`config.mk`:
```
export PLATFORM = sky130hd
export DESIGN_NAME = vfr_capture_ctrl
export DESIGN_NICKNAME = d
export VERILOG_FILES = /design/src/rtl/vfr_capture_ctrl.sv
export SDC_FILE = /design/constraint.sdc
export NUM_CORES = 1
export LEC_CHECK = 0
export CORE_AREA = 2 2 136 138
export CTS_CLUSTER_SIZE = 10
export DETAILED_ROUTE_END_ITERATION = 16
export DIE_AREA = 0 0 138 140
export HOLD_SLACK_MARGIN = 0.02
export SYNTH_ARGS = -nofsm -noshare
export SYNTH_HDL_FRONTEND = slang
export SYNTH_SLANG_ARGS = --single-unit
```
`constraint.sdc`:
```
create_clock -name clk -period 9.5 [get_ports clk]
set_input_delay 1.425 -clock clk [delete_from_list [all_inputs] [get_ports clk]]
set_output_delay 1.425 -clock clk [all_outputs]
set_load 0.05 [all_outputs]
```
`src/rtl/vfr_capture_ctrl.sv`:
```
// Capture window sequencer for the parallel video bus: arms on start, passes whole frames, measures geometry.
// Optional watchdog is compiled in with `define VFR_CAPTURE_CTRL_WDOG_EN.
`timescale 1ns/1ps
module vfr_capture_ctrl #(
   parameter int unsigned DATA_WIDTH = 8,
   parameter int unsigned XSIZE_W    = 12,
   parameter int unsigned YSIZE_W    = 12,
   parameter int unsigned FRCNT_W    = 8,
   parameter int unsigned WDOG_W     = 24
) (
   input  logic                  clk,
   input  logic                  rst,
   input  logic                  start_i,
   input  logic                  stop_i,
   input  logic [FRCNT_W-1:0]    frcnt_i,
   input  logic [DATA_WIDTH-1:0] di_i,
   input  logic                  de_i,
   input  logic                  hs_i,
   input  logic                  vs_i,
   output logic [DATA_WIDTH-1:0] do_o,
   output logic                  de_o,
   output logic                  hs_o,
   output logic                  vs_o,
   output logic                  busy_o,
   output logic                  done_o,
   output logic [XSIZE_W-1:0]    xsize_o,
   output logic [YSIZE_W-1:0]    ysize_o,
   output logic [FRCNT_W-1:0]    frdone_o,
   output logic                  err_o,
   output logic                  to_o
);

   typedef enum logic [1:0] {IDLE, ARM, RUN} state_t;

   state_t               state;
   logic                 vs_d, hs_d;
   logic [XSIZE_W-1:0]   xcnt, lref, fref_x, lref_n;
   logic [YSIZE_W-1:0]   ycnt, fref_y, ycnt_n;
   logic [FRCNT_W-1:0]   frcnt, frdone_n;
   logic                 fref_vld, stop_pend;
   logic                 frame_start, frame_end, line_end, close_line;
   logic                 line_err, frame_err, x_sat, frame_hit, wdog_exp;

   assign busy_o = (state != IDLE);

   // A line still open when vs rises is closed in the same cycle, so the
   // frame-end results use the post-close geometry (lref_n / ycnt_n).
   always_comb begin
      frame_start = vs_d & ~vs_i;
      frame_end   = ~vs_d & vs_i;
      line_end    = ~hs_d & hs_i;
      close_line  = (xcnt != '0) && (line_end || frame_end);
      lref_n      = lref;
      ycnt_n      = ycnt;
      line_err    = 1'b0;
      if (close_line) begin
         if (ycnt == '0)
            lref_n = xcnt;
         else if (xcnt != lref)
            line_err = 1'b1;
         if (ycnt != '1)
            ycnt_n = ycnt + YSIZE_W'(1);
      end
      frame_err = fref_vld && ((lref_n != fref_x) || (ycnt_n != fref_y));
      frdone_n  = frdone_o + FRCNT_W'(1);
      x_sat     = de_i && (xcnt == '1);
      frame_hit = (frcnt != '0) && (frdone_n == frcnt);
   end

`ifdef VFR_CAPTURE_CTRL_WDOG_EN
   logic [WDOG_W-1:0] wdog;

   always_ff @(posedge clk or posedge rst) begin
      if (rst)
         wdog <= '0;
      else if (state == IDLE || frame_start || frame_end)
         wdog <= '0;
      else
         wdog <= wdog + WDOG_W'(1);
   end

   assign wdog_exp = (state != IDLE) && (wdog == '1);
`else
   assign wdog_exp = 1'b0 & (WDOG_W == 0);
`endif

   always_ff @(posedge clk or posedge rst) begin
      if (rst) begin
         state     <= IDLE;
         vs_d      <= 1'b0;
         hs_d      <= 1'b0;
         do_o      <= '0;
         de_o      <= 1'b0;
         hs_o      <= 1'b0;
         vs_o      <= 1'b0;
         done_o    <= 1'b0;
         xsize_o   <= '0;
         ysize_o   <= '0;
         frdone_o  <= '0;
         err_o     <= 1'b0;
         to_o      <= 1'b0;
         xcnt      <= '0;
         ycnt      <= '0;
         lref      <= '0;
         fref_x    <= '0;
         fref_y    <= '0;
         fref_vld  <= 1'b0;
         frcnt     <= '0;
         stop_pend <= 1'b0;
      end else begin
         vs_d   <= vs_i;
         hs_d   <= hs_i;
         do_o   <= di_i;
         hs_o   <= hs_i;
         vs_o   <= vs_i;
         de_o   <= de_i && (state == RUN);
         done_o <= 1'b0;
         case (state)
            IDLE: begin
               if (start_i) begin
                  state     <= ARM;
                  frcnt     <= frcnt_i;
                  frdone_o  <= '0;
                  err_o     <= 1'b0;
                  to_o      <= 1'b0;
                  lref      <= '0;
                  fref_x    <= '0;
                  fref_y    <= '0;
                  fref_vld  <= 1'b0;
                  stop_pend <= 1'b0;
                  xcnt      <= '0;
                  ycnt      <= '0;
               end
            end
            ARM: begin
               if (stop_i)
                  state <= IDLE;
               else if (wdog_exp) begin
                  to_o  <= 1'b1;
                  state <= IDLE;
               end else if (frame_start)
                  state <= RUN;
            end
            RUN: begin
               if (stop_i)
                  stop_pend <= 1'b1;
               if (x_sat)
                  err_o <= 1'b1;
               if (close_line || frame_end)
                  xcnt <= '0;
               else if (de_i && xcnt != '1)
                  xcnt <= xcnt + XSIZE_W'(1);
               if (close_line) begin
                  lref <= lref_n;
                  ycnt <= ycnt_n;
                  if (line_err)
                     err_o <= 1'b1;
               end
               if (frame_end) begin
                  xsize_o  <= lref_n;
                  ysize_o  <= ycnt_n;
                  frdone_o <= frdone_n;
                  ycnt     <= '0;
                  if (!fref_vld) begin
                     fref_vld <= 1'b1;
                     fref_x   <= lref_n;
                     fref_y   <= ycnt_n;
                  end else if (frame_err)
                     err_o <= 1'b1;
                  if (frame_hit) begin
                     state  <= IDLE;
                     done_o <= 1'b1;
                  end else if (stop_pend || stop_i)
                     state <= IDLE;
               end
               if (wdog_exp) begin
                  to_o   <= 1'b1;
                  state  <= IDLE;
                  done_o <= 1'b0;
               end
            end
            default: state <= IDLE;
         endcase
      end
   end

endmodule

```
==> qor.log <==
INFO  clock_network  htree_levels=4
INFO  final_layout   layout-area-overhead-vs-synth=22.64%
INFO  job            cap_viol_max_count=0
INFO  power          internal_power=1.029mW
INFO  final_layout   n_antenna_cell=0
INFO  die            start_util=34.71%
INFO  clock_network  clock_sink_count=117
INFO  sta            fin_clk_skew=0.007928ns
INFO  sta            maxClockFrequency=240.4MHz
INFO  synthesis      synth_fp_nets=715
INFO  run_status     outcome=completed
INFO  die            die_wd=138microns
INFO  synthesis      syn-cell-area=0.006172sqmm
INFO  sta            worst_pin_slew=0.9761ns
INFO  power          seqPwrFrac=38.6%
INFO  die            die_area=0.01932sqmm
INFO  final_layout   final_layout_size_suffix_gt1_share=6.933%
INFO  drt            detailroute.via_count=5166
INFO  global_route   largest_net_degree_at_the_start_of_global_routing=74
INFO  drt            drc=0
INFO  worst_setup_path worst_setup_path_end_kind=register
INFO  place          globalplace.congestion=0.9311
INFO  sta            finalSetupViolCount=0
INFO  worst_setup_path r2r_depth=10
INFO  synthesis      synth_top_cell_by_area=sky130_fd_sc_hd__dfrtp_1
INFO  die            design.portCount=70
INFO  clock_network  cts_setup_buffers=0
INFO  min_path       timing.hold.worst.class=register to register
INFO  sta            period_minus_slack=4.159ns
INFO  drt            via_per_inst=5.277
INFO  drt            detail_route.iter0.violations=424
INFO  place          post-dp-hpwl=12140microns
INFO  synthesis      synth_largest_type_area_fraction=47.44%
INFO  clock_network  cts_tree=built
INFO  drt            post_drt_wl_per_cell=17.34microns
INFO  drt            count_of_antenna_violating_nets_left_after_detailed_routing=0
INFO  synthesis      synth-seq-area-share=47.44%
INFO  worst_setup_path critical_path_required=9.80ns
INFO  sta            finalHoldViolations=0
INFO  power          post-layout-total-power=1.467mW
INFO  synthesis      yosys.cell_count.top_type=sky130_fd_sc_hd__nand2_1
INFO  sta            finalCritPeriodShare=43.78%
INFO  synthesis      number_of_flops_mapped_to_enable_cells_by_yosys=0
INFO  power          worst_ir_drop_vdd=0.0001186V
INFO  global_route   grt_use_total=17.87%
INFO  sta            fin_setup_tns=0ns
INFO  clock_network  cts_inserted_buffers=17
INFO  synthesis      yosys-top-cells-count=134 x sky130_fd_sc_hd__nand2_1, 117 x sky130_fd_sc_hd__dfrtp_1, 95 x sky130_fd_sc_hd__o21ai_0
INFO  synthesis      synth_cell_type_count=58
INFO  final_layout   fin_area=0.007570sqmm
INFO  sta            worst_slew_margin_rel=34.32%
INFO  place          placed_inst_area=0.006992sqmm
INFO  worst_setup_path crit_arrival=4.46ns
INFO  die            fp.coreArea=0.01778sqmm
INFO  global_route   first_global_vias=5007
INFO  die            dieHeight=140microns
INFO  clock_network  cts_hold_buffers=0
INFO  synthesis      synthesis.area_per_instance=8.984squm
INFO  global_route   sum_of_overflow_across_all_layers_after_global_routing=0
INFO  final_layout   post-route-util=42.58%
INFO  worst_setup_path crit_path_start_kind=input pin
INFO  sta            grt_setup_unrepaired=no
INFO  clock_network  clock_tree.buffer_depth=2
INFO  min_path       min_path_cells=2
INFO  synthesis      yosys-top-cells-area=sky130_fd_sc_hd__dfrtp_1 47%, sky130_fd_sc_hd__nand2_1 8.1%, sky130_fd_sc_hd__o21ai_0 7.7%, sky130_fd_sc_hd__xnor2_1 5.3%, sky130_fd_sc_hd__xor2_1 2.8%
INFO  clock_network  clk_pin_slew_worst_paths=0.05ns
INFO  clock_network  skew_pair_late_insertion_delay=0.42ns
INFO  drt            route.final.wire_length=16970microns
INFO  clock_network  clk_root_buffer_cell=sky130_fd_sc_hd__clkbuf_16
INFO  synthesis      yosys_warnings=0
INFO  synthesis      synth-async-reset-ratio=100.0%
INFO  power          total_switching_power=437.8uW
INFO  synthesis      ys.flop_type=sky130_fd_sc_hd__dfrtp_1
INFO  synthesis      syn-instance-count=687
INFO  global_route   global_route_wire_length_before_repair=27390microns
INFO  worst_setup_path worst_path_maximum_fanout=16
INFO  power          p_comb_share=18.7%
INFO  final_layout   design.final.nets=765
INFO  power          cellPowerDensity=193.7mW/mm^2
INFO  worst_setup_path worstSetupPathType=input pin to register
INFO  clock_network  cts-resized-gates=0
INFO  global_route   grt_antenna_before_repair=0
INFO  drt            drt_first_pass_iters=7
INFO  place          port-buffer-count=68
INFO  synthesis      postSynthRegisterBits=117
INFO  power          switching_share=29.85%
INFO  sta            slew_viol_final=0
INFO  die            rows=49
INFO  final_layout   fillCellCount=1745
INFO  power          clockPowerShare=42.8%
INFO  power          total_leakage_power=3.097nW
==> cell families (layout without fill, tap and decap cells) <==
family / count (synthesis) / in the layout / share of synthesized area [%]
flops: 117 / 117 / 47.44
xor+xnor: 57 / 57 / 8.088
simple gates: 267 / 267 / 20.09
compound gates: 161 / 161 / 15.69
mux: 22 / 22 / 3.791
other cells: 1 / 1 / 0.06076
buf+inv: 57 / 120 / 3.831
fa+ha+maj: 5 / 5 / 1.014
==> critical path, cell delays in order <==
cell and delay (ns):
sky130_fd_sc_hd__clkdlybuf4s50_1 0.47, sky130_fd_sc_hd__nand2b_1 0.16, sky130_fd_sc_hd__a2111oi_4 0.47, sky130_fd_sc_hd__and2_1 0.69, sky130_fd_sc_hd__mux2i_1 0.22, sky130_fd_sc_hd__a22o_1 0.24
sky130_fd_sc_hd__a2111oi_2 0.34, sky130_fd_sc_hd__nand4_1 0.14, sky130_fd_sc_hd__o31a_1 0.31
==> per-stage QoR <==
step                      std cells  hold slack, ns  setup WS (ns)
after floorplan                 687          0.4378          4.974
after global placement          947          0.4593          4.985
after detailed placement        947          0.4669          4.876
after CTS                       979          0.4658          5.331
after global routing            979          0.4860          5.102
final                           979          0.4698          5.341
==> cell type report <==
| type | instances | area (sq um) | share of cell area [%] |
|---|---|---|---|
| timing repair buffer | 71 | 703.2 | 9.289 |
| sequential | 117 | 2928 | 38.68 |
| tap | 229 | 286.5 | 3.785 |
| clock inverter | 10 | 103.9 | 1.372 |
| inverter | 17 | 66.31 | 0.8760 |
| multi-input combinational | 513 | 3008 | 39.74 |
| clock buffer | 22 | 474.2 | 6.264 |
==> cells in the final DEF (no fill, tap or decap), drive strengths merged, types with 2 or more instances in the layout <==
| master | count |
|---|---|
| and3 | 7 |
| nand2b | 4 |
| nor4 | 9 |
| mux2i | 11 |
| xor2 | 20 |
| o31ai | 4 |
| dfrtp | 117 |
| or3 | 3 |
| and4 | 3 |
| a2111oi | 4 |
| nand2 | 134 |
| nand3 | 25 |
| clkbuf | 22 |
| or4 | 3 |
| buf | 3 |
| o21ai | 95 |
| o32ai | 2 |
| nand3b | 2 |
| a31oi | 3 |
| xnor2 | 37 |
| nand4 | 12 |
| mux2 | 11 |
| clkdlybuf4s50 | 68 |
| a21oi | 21 |
| bufinv | 2 |
| o21a | 2 |
| o2111ai | 3 |
| nor3 | 14 |
| clkinv | 8 |
| ha | 5 |
| nor2 | 32 |
| inv | 17 |
| a22o | 9 |
| o22ai | 5 |
| nor2b | 6 |
| and2 | 8 |
==> path summary, 6_finish.rpt <==
| kind | from | end | slack, ns |
|---|---|---|---|
| max in group asynchronous | rst | fref_y[10]$_DFFE_PP0P_ | 6.71 |
| min reg2reg | ysize_o[4]$_DFFE_PP0P_ | ysize_o[4]$_DFFE_PP0P_ | 0.47 |
| max | hs_i | err_o$_DFFE_PP0P_ | 5.34 |
| min in group asynchronous | rst | do_o[1]$_DFF_PP0_ | 1.40 |
| min | ysize_o[4]$_DFFE_PP0P_ | ysize_o[4]$_DFFE_PP0P_ | 0.47 |
| max reg2reg | ycnt[0]$_DFFE_PP0P_ | err_o$_DFFE_PP0P_ | 5.63 |
==> sequential cells by signal (all words and copies together), names as in the netlist <==
name	cells
err_o	1
lref	12
frdone_o	8
ysize_o	12
fref_x	12
hs_d	1
ycnt	12
xsize_o	12
xcnt	12
de_o	1
fref_y	12
state	2
frcnt	8
do_o	8
stop_pend	1
vs_d	1
done_o	1
fref_vld	1
==> power by group through the flow <==
stage	clock network (mW)	logic, mW	registers (mW)
global placement	0	0.275	0.573
CTS	0.640	0.276	0.565
floorplan	0	0.165	0.594
global route	0.664	0.296	0.569
detailed placement	0	0.275	0.573
finish	0.628	0.274	0.565
==> per-layer routing <==
layer  vias up  track usage, %  routed length (microns)
li1       2488               -                        -
met1      2524           23.09                     7720
met2       125           28.84                     8184
met3        29           4.513                      690
met4         0           7.197                      380
met5         -               0                        0
(Power assumes the default switching activity.)
